--- src/rtl/emisor_instrucciones_if.sv ---
// Host-side bundle of emisor_instrucciones: FIFO push, issue enable, issued word and status.
// master = host/bench side, slave = the issue unit.
interface emisor_instrucciones_if #(
   parameter int unsigned DEPTH = 8
);
   logic                      wr_en;
   logic [17:0]               wr_instr;
   logic                      run;
   logic [17:0]               instruccion;
   logic                      issued;
   logic                      stall;
   logic                      full;
   logic                      empty;
   logic [$clog2(DEPTH):0]    count;
   logic                      ovf;

   modport master (
      output wr_en, wr_instr, run,
      input  instruccion, issued, stall, full, empty, count, ovf
   );

   modport slave (
      input  wr_en, wr_instr, run,
      output instruccion, issued, stall, full, empty, count, ovf
   );
endinterface

--- src/rtl/emisor_instrucciones.sv ---
// Instruction issue unit: FIFO feeding a registered 18-bit instruction port with RAW bubbles.
// Define EMISOR_SCOREBOARD_EN to enable the hazard interlock; otherwise issue is unconditional.
module emisor_instrucciones #(
   parameter int unsigned DEPTH     = 8,
   parameter logic [7:0]  WE_MASK   = 8'b0001_1110,
   parameter logic [17:0] NOP_INSTR = 18'h00000
) (
   input logic                   clk_emisor,
   input logic                   rst_emisor,
   emisor_instrucciones_if.slave bus
);
   localparam int unsigned AW = $clog2(DEPTH);
`ifdef EMISOR_SCOREBOARD_EN
   localparam bit HAZ_EN = 1'b1;
`else
   localparam bit HAZ_EN = 1'b0;
`endif

   logic [17:0]   mem_q [DEPTH];
   logic [AW-1:0] wr_ptr_q, wr_ptr_d, rd_ptr_q, rd_ptr_d;
   logic [AW:0]   count_q, count_d;
   logic [17:0]   instr_q, instr_d, prev_q, prev_d;
   logic          issued_q, issued_d, stall_q, stall_d, ovf_q, ovf_d;
   logic [17:0]   head;
   logic          full, empty, push, pop, haz;

   // A producer conflicts when it writes the bank and its WA matches either source of the consumer.
   function automatic logic raw(input logic [17:0] prod, input logic [17:0] cons);
      return WE_MASK[prod[17:15]] &&
             ((prod[14:10] == cons[9:5]) || (prod[14:10] == cons[4:0]));
   endfunction

   assign head  = mem_q[rd_ptr_q];
   assign full  = (count_q == (AW+1)'(DEPTH));
   assign empty = (count_q == '0);
   assign haz   = HAZ_EN && (raw(instr_q, head) || raw(prev_q, head));
   assign push  = bus.wr_en && !full;
   assign pop   = bus.run && !empty && !haz;

   always_comb begin
      wr_ptr_d = wr_ptr_q;
      rd_ptr_d = rd_ptr_q;
      count_d  = count_q;
      prev_d   = instr_q;
      instr_d  = NOP_INSTR;
      issued_d = 1'b0;
      stall_d  = 1'b0;
      ovf_d    = ovf_q | (bus.wr_en && full);
      if (push) wr_ptr_d = wr_ptr_q + 1'b1;
      if (pop)  rd_ptr_d = rd_ptr_q + 1'b1;
      case ({push, pop})
         2'b10:   count_d = count_q + 1'b1;
         2'b01:   count_d = count_q - 1'b1;
         default: count_d = count_q;
      endcase
      if (!bus.run || empty) begin
         instr_d = NOP_INSTR;
      end else if (haz) begin
         stall_d = 1'b1;
      end else begin
         instr_d  = head;
         issued_d = 1'b1;
      end
   end

   always_ff @(posedge clk_emisor) begin
      if (!rst_emisor && push) mem_q[wr_ptr_q] <= bus.wr_instr;
   end

   always_ff @(posedge clk_emisor) begin
      if (rst_emisor) begin
         wr_ptr_q <= '0;
         rd_ptr_q <= '0;
         count_q  <= '0;
         instr_q  <= NOP_INSTR;
         prev_q   <= NOP_INSTR;
         issued_q <= 1'b0;
         stall_q  <= 1'b0;
         ovf_q    <= 1'b0;
      end else begin
         wr_ptr_q <= wr_ptr_d;
         rd_ptr_q <= rd_ptr_d;
         count_q  <= count_d;
         instr_q  <= instr_d;
         prev_q   <= prev_d;
         issued_q <= issued_d;
         stall_q  <= stall_d;
         ovf_q    <= ovf_d;
      end
   end

   assign bus.instruccion = instr_q;
   assign bus.issued      = issued_q;
   assign bus.stall       = stall_q;
   assign bus.full        = full;
   assign bus.empty       = empty;
   assign bus.count       = count_q;
   assign bus.ovf         = ovf_q;
endmodule

--- src/flat_wrapper.sv ---
// flat-port wrapper written by rule: the top's interface ports become plain ports
module emisor_instrucciones_flat 
#(
   parameter int unsigned DEPTH     = 8,
   parameter logic [7:0]  WE_MASK   = 8'b0001_1110,
   parameter logic [17:0] NOP_INSTR = 18'h00000
)
  (clk_emisor, rst_emisor, bus_wr_en, bus_wr_instr, bus_run, bus_instruccion, bus_issued, bus_stall, bus_full, bus_empty, bus_count, bus_ovf);
  emisor_instrucciones_if #(.DEPTH(DEPTH)) bus_i ();
  input logic clk_emisor;
  input logic rst_emisor;
  input wire logic [$bits(bus_i.wr_en)-1:0] bus_wr_en;
  input wire logic [$bits(bus_i.wr_instr)-1:0] bus_wr_instr;
  input wire logic [$bits(bus_i.run)-1:0] bus_run;
  output wire logic [$bits(bus_i.instruccion)-1:0] bus_instruccion;
  output wire logic [$bits(bus_i.issued)-1:0] bus_issued;
  output wire logic [$bits(bus_i.stall)-1:0] bus_stall;
  output wire logic [$bits(bus_i.full)-1:0] bus_full;
  output wire logic [$bits(bus_i.empty)-1:0] bus_empty;
  output wire logic [$bits(bus_i.count)-1:0] bus_count;
  output wire logic [$bits(bus_i.ovf)-1:0] bus_ovf;
  assign bus_i.wr_en = bus_wr_en;
  assign bus_i.wr_instr = bus_wr_instr;
  assign bus_i.run = bus_run;
  assign bus_instruccion = bus_i.instruccion;
  assign bus_issued = bus_i.issued;
  assign bus_stall = bus_i.stall;
  assign bus_full = bus_i.full;
  assign bus_empty = bus_i.empty;
  assign bus_count = bus_i.count;
  assign bus_ovf = bus_i.ovf;
  emisor_instrucciones #(.DEPTH(DEPTH), .WE_MASK(WE_MASK), .NOP_INSTR(NOP_INSTR)) u_core (.clk_emisor(clk_emisor), .rst_emisor(rst_emisor), .bus(bus_i));
endmodule
--- config.mk ---
export PLATFORM = sky130hd
export DESIGN_NAME = emisor_instrucciones_flat
export DESIGN_NICKNAME = d
export VERILOG_FILES = /design/src/rtl/emisor_instrucciones_if.sv /design/src/rtl/emisor_instrucciones.sv /design/src/flat_wrapper.sv
export SDC_FILE = /design/constraint.sdc
export NUM_CORES = 1
export LEC_CHECK = 0
export ABC_CLOCK_PERIOD_IN_PS = 3900
export BUFFER_PORTS_ARGS = -buffer_cell sky130_fd_sc_hd__buf_4
export CAP_MARGIN = 20
export CELL_PAD_IN_SITES_DETAIL_PLACEMENT = 1
export CELL_PAD_IN_SITES_GLOBAL_PLACEMENT = 1
export CORE_MARGIN = 4
export CORE_UTILIZATION = 45
export CTS_CLUSTER_SIZE = 40
export DETAILED_ROUTE_END_ITERATION = 6
export PLACE_DENSITY = 0.67
export SYNTH_ARGS = -nofsm -noshare
export SYNTH_HDL_FRONTEND = slang
export SYNTH_SLANG_ARGS = --single-unit
--- constraint.sdc ---
create_clock -name clk_emisor -period 3.9 [get_ports clk_emisor]
set_clock_uncertainty 0.2 [all_clocks]
set_input_delay 0.39 -clock clk_emisor [delete_from_list [all_inputs] [get_ports clk_emisor]]
set_output_delay 0.39 -clock clk_emisor [all_outputs]
set_load 0.02 [all_outputs]
Yosys cells after proc, flatten, opt, wreduce, memory -nomap -nowiden
Memories as Yosys holds them, arrays and structs flattened. A register that Yosys moved wholly into a read port is not among the register bits.
Cells that the tools add are included.
{"block": "totals", "mem_bits_rw": 144, "regBits": 12, "mem_count": 1, "mem_bits_ro": 0, "out_inout_bits": 27, "inputBits": 22, "latch_bits": 0}
{"name": "u_core.mem_q", "depth": 8, "word_bits": 18, "rd": 1, "rd_clocked_by_memory_dff": 1, "write_ports": 1, "line_no": "emisor_instrucciones.sv:19", "source": "logic [17:0] mem_q [DEPTH];"}
{"block": "classes", "n_reduce_logical": 12, "div": 0, "mux": 4, "shift": 0, "n_addsub": 4, "n_lt_le_gt_ge": 0, "multipliers": 0, "n_eq_ne": 3, "bitwise_logic": 1}
{"operator": "4-bit case mux with 2 select lines", "count": 1}
{"operator": "3-bit by 1-bit adder with 3-bit output (second input constant)", "count": 2}
{"operator": "4-bit by 1-bit adder with 4-bit output (second input constant)", "count": 1}
{"operator": "4-bit equality test (second input constant)", "count": 1}
{"operator": "1-bit logical AND", "count": 4}
{"operator": "1-bit logical NOT", "count": 4}
{"operator": "4-bit logical NOT", "count": 1}
{"operator": "4-bit by 1-bit subtractor with 4-bit output (second input constant)", "count": 1}
{"operator": "1-bit two-way mux", "count": 3}
{"operator": "2-bit by 1-bit equality test with 1-bit output (second input constant)", "count": 1}
{"operator": "2-bit equality test (second input constant)", "count": 1}
{"operator": "2-bit nonzero test", "count": 1}
{"operator": "2-bit OR reduction", "count": 1}
{"operator": "1-bit logical OR", "count": 1}
{"operator": "1-bit bitwise OR", "count": 1}

Logic depth before layout (Yosys ltp)
Gate-level depths: netlist (run 1).
{"block": "depth", "ltp_word": 6, "ltp_mapped": 10}

Least setup slack after synthesis (run 1)
No wires, ideal clock.
{"block": "synth_timing", "path_kind": "register -> register", "from": "reg u_core.count_q[0] (netlist: u_core.bus.count[0])", "to": "mem u_core.mem_q[0][0], enable pin", "synth_period_minus_slack_ns": 3.495, "arrival_time_ns": 2.849, "stages_incl_launch_ff": 5, "required_ns": 3.254, "setup_slack_ns": 0.405, "n_path_buf": 1, "path_cell_list": "dfxtp_1 -> or4b_1 -> buf_6 -> nand2_8 -> nor4b_1"}
{"block": "synth_between", "elab_chain_len": 6}
{"element": "from (decl)", "line_no": "emisor_instrucciones.sv:21", "source": "logic [AW:0] count_q, count_d;"}
{"element": "from (signal assigned)", "line_no": "emisor_instrucciones.sv:83", "source": "count_q <= count_d;"}
{"element": "4-bit equality test", "line_no": "emisor_instrucciones.sv:34", "source": "assign full = (count_q == (AW+1)'(DEPTH));"}
{"element": "1-bit logical NOT", "line_no": "emisor_instrucciones.sv:37", "source": "assign push = bus.wr_en && !full;"}
{"element": "1-bit logical AND", "line_no": "emisor_instrucciones.sv:37"}
{"element": "1-bit logical AND", "line_no": "emisor_instrucciones.sv:67", "source": "if (!rst_emisor && push) mem_q[wr_ptr_q] <= bus.wr_instr;"}
{"element": "1-bit two-way mux", "line_no": "emisor_instrucciones.sv:67"}
{"element": "1-bit two-way mux (implied by the code)", "line_no": "emisor_instrucciones.sv:67"}
{"element": "to (decl)", "line_no": "emisor_instrucciones.sv:19"}
Every way passes these cells.

Final worst setup path (run 1)
{"block": "layout_timing", "from": "reg u_core.count_q[0] (netlist: u_core.bus.count[0])", "to": "reg u_core.count_q[3] (netlist: u_core.bus.count[3])"}
{"block": "layout_between", "elab_chain_len": 5, "elab_cells_between_ends": 12, "classes_between": "2 x add/sub; 3 x eq/ne; 1 x mux; 6 x reduce/logical"}
{"element": "4-bit equality test / 4-bit logical NOT (equally long branches)", "line_no": "emisor_instrucciones.sv:34, emisor_instrucciones.sv:35"}
{"element": "1-bit logical NOT, on equally long branches", "line_no": "emisor_instrucciones.sv:37, emisor_instrucciones.sv:38"}
{"element": "1-bit logical AND, on equally long branches", "line_no": "emisor_instrucciones.sv:37, emisor_instrucciones.sv:38"}
{"element": "2-bit by 1-bit equality test with 1-bit output / 2-bit equality test (equally long branches)", "line_no": "emisor_instrucciones.sv:51", "source": "case ({push, pop})"}
{"element": "4-bit case mux with 2 select lines / 2-bit nonzero test (equally long branches)"}
Parallel ways exist; a longest one is shown, timed or not.
A chain may end at the register's enable or synchronous reset.

==> results of run 1 <==
-- worst reg2reg max path: cells and delay by family (launching register included) --
family	cells	cell delay, ns
DFF	1	0.37
adders and majority gates	2	0.49
and+or+nand+nor	3	1.35
AOI/OAI and AO/OA	3	0.42
-- stage by stage --
| stage | setup WS, ns | utilization | hold slack, ns | total power (uW) | std cells |
|---|---|---|---|---|---|
| CTS | 0.993 | 0.560 | 0.00187 | 4870 | 596 |
| finish | 1.00 | 0.562 | 0.0164 | 4820 | 597 |
| global route | 0.858 | 0.562 | 0.00372 | 5050 | 597 |
| detailed placement | 1.01 | 0.508 | 0.273 | 3200 | 548 |
| floorplan | 0.405 | - | 0.259 | 2950 | 326 |
| global placement | 1.06 | 0.508 | 0.257 | 3180 | 548 |
-- metal layers --
layer	GRT usage	up-vias	wire length (um)
met5	0	-	0
met4	0.0519	0	160
met3	0.0461	17	558
met2	0.268	75	6650
met1	0.231	1652	5750
li1	-	1451	-
-- cells in the mapped netlist, drive strengths merged --
library cell    n
conb            1
inv             5
a21oi           7
and3            1
fa              1
clkbuf          3
dfxtp          30
mux2i          19
mux4           36
nand2b          1
nand3           4
ha              5
nand2           5
o41a            1
nor4b           1
nor2           34
edfxtp        144
or4             1
nand3b          1
nor3            3
or4b            1
o31ai           1
buf            13
nor4            2
xnor2           1
xor2            5
-- flip-flops by register name, indices dropped and copies added, names as in the netlist --
register / cells
u_core.bus.count: 4
u_core.bus.instruccion: 18
u_core.bus.issued: 1
u_core.bus.ovf: 1
u_core.mem_q: 144
u_core.rd_ptr_q: 3
u_core.wr_ptr_q: 3
-- cell families (layout without fill, tap and decap cells) --
family / Yosys count / in the layout / synth area share
AO/OA/AOI/OAI: 9 / 9 / 0.00874
XOR/XNOR: 6 / 6 / 0.00912
adder cells (fa/ha/maj): 6 / 6 / 0.0125
buffers and inverters: 21 / 112 / 0.0222
flip-flops: 174 / 174 / 0.748
multiplexers: 55 / 55 / 0.158
other: 1 / 1 / 0.000569
AND/OR/NAND/NOR: 54 / 54 / 0.0408
-- path summary, 6_finish.rpt --
check	start	end
max	u_core.bus.count[0]$_SDFFE_PP0P_	u_core.bus.count[3]$_SDFFE_PP0P_
min reg2reg	u_core.bus.ovf$_SDFF_PP0_	u_core.bus.ovf$_SDFF_PP0_
min	bus_wr_instr[4]	u_core.mem_q[3][4]$_DFFE_PP_
max reg2reg	u_core.bus.count[0]$_SDFFE_PP0P_	u_core.bus.count[3]$_SDFFE_PP0P_
-- area by class of cell --
class,count,area share
flip-flops and latches,174,0.622
multi-input cells,131,0.195
repair buffers,75,0.0802
clock buffers,22,0.0598
well taps,180,0.0284
clock inverters,10,0.0128
inverters,5,0.00237
-- report_power, final --
group / leakage (uW) / internal (uW) / switching (uW)
Clock: 0.000275 / 940 / 706
Sequential: 0.00155 / 2120 / 117
Combinational: 0.000855 / 496 / 449
==> impl_results.md, run 1 <==
- Total Routing Usage GR: 0.169
- CTS tree: built
- Net count, final: 432
- Total grt overflow: 0
- Tcrit/Tclk final: 0.743
- Worst EP arrival: 3.06 ns
- H-tree depth: 4
- CP startpoint kind: flip-flop
- Num rows: 43
- Final Critical Period: 2.90 ns
- Worst-path clk slew: 0.07 ns
- Yosys top cell area share: 0.657
- WL/cell: 22.0 um
- Max_cap viols: 0
- Synth area leaders: edfxtp_1, dfxtp_1, mux4_2
- CTS Buf Count: 17
- Die height: 129 um
- Req. time, crit path: 4.07 ns
- Worst-path fanout max: 7
- Clock tree root buffer cell: clkbuf_16
- Vias in the first global route: 3,490
- Status: finished clean
- Seq/Total Area, Yosys: 0.748
- # hold bufs at CTS: 16
- Syn nets: 354
- Distinct cell type count after synthesis: 36
- Drt first pass iters: 4
- CP bufs+invs: 0
- Power density over cell area: 609 nW/um2
- Largest stage delay, worst path: 0.70 ns
- Commonest non-fill, non-tap cells in the layout: edfxtp_1, buf_4, nor2_1, dfxtp_1, mux4_2
- Initial detailed-routing violation count: 222
- Most common cell after layout, fill and taps aside: edfxtp_1
- Unrepaired setup endpoints after global routing: no
- Clk_lat worst skew: 0.43 ns
- R2R cell count: 8
- Largest net degree at the start of global routing: 27
- Setup crit end kind: flip-flop
- Initial Util: 0.467
- Finished layout cell area: 7920 um2
- Post-Route WL: 13,100 um
- Share of cells above drive strength 1: 0.300
- Fillcell total: 1,253
- Antenna diode instance count: 0
- Register cell area after layout: 4930 um2
- Worst hold stages: 1
- Via/cell ratio: 5.35
- Maximum vdd drop: 0.314 mV
- Number of remaining DRC errors: 0
- DR vias: 3,195
- Setup_tns: 0 ns
- Area grow syn2layout: 20.3%
- Final hold violation count: 0
- Final setup fails: 0
- Post-cts sizing count: 0
- Dpl hpwl: 7370 um
- Die Width: 129 um
- Slew Viols, Final: 0
- Flops & latches, synth: 174
- CP max stage cell: or4b_1
- CP dominant cell by count: a21oi_1
- Worst slew pin tran: 0.925 ns
- Area of the multi-input gates: 1540 um2
- I/O Buffers: 47
- Synth warn: 0
- Clock buffer depth: 2
- Initial antenna violation count: 0
- Core area: 14,100 um2
- Global-route wire length before repair: 20,200 um
- Delay-heaviest family, CP: simple AND/OR/NAND/NOR gates
- Cell Chain, Critical Path: or4b_1 > nand2_8 > ha_1 > ha_1 > a21oi_1 > a21oi_1 > or4_1 > a21oi_1
- Synthesized area per cell: 20.2 um2
- Crit path depth: 8
- Die ar.: 16,600 um2
- Crit path kind: flip-flop to flip-flop
- Max frequency: 0.345 GHz
- Placer congestion estimate: 0.710
- Max_slew headroom: 0.381
- FF-to-FF setup slack: 1.00 ns
- Top cell type by total area after synthesis: edfxtp_1
- Placement Cell Area: 7160 um2
- HP Class: primary input to flip-flop
- Cell area after synthesis: 6590 um2
- # Post-CTS Setup Buffers: 0
- Lkg Pwr: 0.00268 uW
- Num ports: 49
- Mapped Cells: 326
- Antenna viol nets, final: 0
- Clock sinks: 174
No activity file was read; power rests on OpenSTA's default activity.
==> run 2, diff against run 1 <==
--- a/config.mk
+++ b/config.mk
@@ -5,7 +5,7 @@
 export SDC_FILE = /design/constraint.sdc
 export NUM_CORES = 1
 export LEC_CHECK = 0
-export ABC_CLOCK_PERIOD_IN_PS = 3900
+export ABC_CLOCK_PERIOD_IN_PS = 2950
 export BUFFER_PORTS_ARGS = -buffer_cell sky130_fd_sc_hd__buf_4
 export CAP_MARGIN = 20
 export CELL_PAD_IN_SITES_DETAIL_PLACEMENT = 1
==> constraint.sdc (replaced) <==
create_clock -name clk_emisor -period 2.95 [get_ports clk_emisor]
set_clock_uncertainty 0.2 [all_clocks]
set_input_delay 0.295 -clock clk_emisor [delete_from_list [all_inputs] [get_ports clk_emisor]]
set_output_delay 0.295 -clock clk_emisor [all_outputs]
set_load 0.02 [all_outputs]
==> impl_results.md, run 2 (synthesis results as in run 1) <==
- Core area: 14,100 um2
- Net count, final: 442
- Tcrit/Tclk final: 0.934
- Clock buffer depth: 2
- Dpl hpwl: 7760 um
- Max frequency: 0.363 GHz
- Req. time, crit path: 3.10 ns
- Post-Route WL: 13,100 um
- Global-route wire length before repair: 20,500 um
- Finished layout cell area: 8040 um2
- Worst slew pin tran: 0.972 ns
- Vias in the first global route: 3,596
- Area grow syn2layout: 22.1%
- Initial Util: 0.467
- CTS Buf Count: 17
- Clk_lat worst skew: 0.42 ns
- Lkg Pwr: 0.00274 uW
- # Post-CTS Setup Buffers: 0
- Crit path kind: flip-flop to flip-flop
- Antenna viol nets, final: 0
- FF-to-FF setup slack: 0.19 ns
- Number of remaining DRC errors: 0
- Largest net degree at the start of global routing: 27
- HP Class: primary input to flip-flop
- CP max stage cell: or4b_4
- Max_slew headroom: 0.348
- Setup crit end kind: flip-flop
- Final setup fails: 0
- Die Width: 129 um
- Clock sinks: 174
- CTS tree: built
- CP startpoint kind: flip-flop
- Final Critical Period: 2.76 ns
- Maximum vdd drop: 0.426 mV
- Status: finished clean
- Total Routing Usage GR: 0.172
- Setup_tns: 0 ns
- WL/cell: 21.6 um
- Placement Cell Area: 7220 um2
- Num ports: 49
- Max reg flops: 144
- DR vias: 3,273
- CP bufs+invs: 0
- Initial antenna violation count: 0
- Die height: 129 um
- Largest stage delay, worst path: 0.56 ns
- I/O Buffers: 47
- Unrepaired setup endpoints after global routing: no
- Finished Layout Cells: 607
- Initial detailed-routing violation count: 219
- Worst EP arrival: 2.91 ns
- Top reg by flops: u_core.mem_q
- Layout Utilization: 0.570
- Power density over cell area: 810 nW/um2
- H-tree depth: 4
- Cell Chain, Critical Path: or4b_4 > nand2_8 > ha_1 > ha_1 > a21oi_1 > a21oi_1 > or4_1 > a21oi_1
- Share of cells above drive strength 1: 0.304
- Worst-path clk slew: 0.06 ns
- Drt first pass iters: 4
- Fillcell total: 1,231
- Via/cell ratio: 5.39
- Total grt overflow: 0
- Power consumption: 6510 uW
- Worst-path fanout max: 6
- Final hold violation count: 0
- Die ar.: 16,600 um2
- Num rows: 43
- Slew Viols, Final: 0
- CP dominant cell by count: a21oi_1
- Delay-heaviest family, CP: simple AND/OR/NAND/NOR gates
- Placer congestion estimate: 0.771
- Placed Cells incl. Taps: 554
- Antenna diode instance count: 0
- Clock tree root buffer cell: clkbuf_16
- Most common cell after layout, fill and taps aside: edfxtp_1
- Max_cap viols: 0
- Commonest non-fill, non-tap cells in the layout: edfxtp_1, buf_4, nor2_1, dfxtp_1, mux4_2
==> run 2: cell count changes in the layout (fill, tap and decap cells not counted), moves of 3 or more <==
cell and delta:
buf_4 +6, dlygate4sd3_1 +5, inv_6 -5, clkinv_2 +4
bufinv_16 +3, clkbuf_8 -3
==> run 2: routing by layer <==
| metal | vias up | global-route usage | part of all wire |
|---|---|---|---|
| li1 | 1472 | - | - |
| met1 | 1726 | 0.221 | 0.44 |
| met2 | 61 | 0.286 | 0.51 |
| met3 | 14 | 0.0486 | 0.035 |
| met4 | 0 | 0.0500 | 0.012 |
| met5 | - | 0 | 0 |
==> run 2: timing repair <==
action / CTS / global route
resized for setup: 0 / 1
hold buffers: 21 / 0
endpoints found under the hold margin: 154 / 0
endpoints found under the setup margin: 0 / 1
==> run 2: tightest hold or removal path, delay by kind of cell <==
kind            cells  cell delay, ns
simple gates        1            0.04
xor+xnor            1            0.17
buf+inv             1            0.11
compound gates      1            0.19
==> run 2: power by group <==
part	switching, uW	total (uW)	internal [uW]
Combinational	621	1300	677
Sequential	132	2930	2800
Clock	878	2280	1400
Total	1630	6510	4880
==> run 2: area by class of cell <==
cell class	count	area [um2]	area share
clock buffer	19	433	0.0538
clock inverter	13	171	0.0213
sequential	174	4930	0.613
tap	180	225	0.0280
timing repair buffer	85	703	0.0874
multi-input combinational	131	1560	0.194
inverter	5	18.8	0.00233
==> run 2: worst paths after layout <==
check,end,from,cells past startpoint
max,u_core.bus.count[3]$_SDFFE_PP0P_,u_core.bus.count[3]$_SDFFE_PP0P_,8
min,u_core.rd_ptr_q[0]$_SDFFE_PP0P_,bus_run,4
max reg2reg,u_core.bus.count[3]$_SDFFE_PP0P_,u_core.bus.count[3]$_SDFFE_PP0P_,8
min reg2reg,u_core.bus.ovf$_SDFF_PP0_,u_core.bus.ovf$_SDFF_PP0_,2
==> run 2: stage by stage <==
stage	worst slack (ns)	hold slack, ns
after floorplan	0.131	0.164
after global placement	0.179	0.263
after detailed placement	0.0899	0.268
after CTS	0.0735	0.194
after global routing	0.0737	0.233
final	0.194	0.219
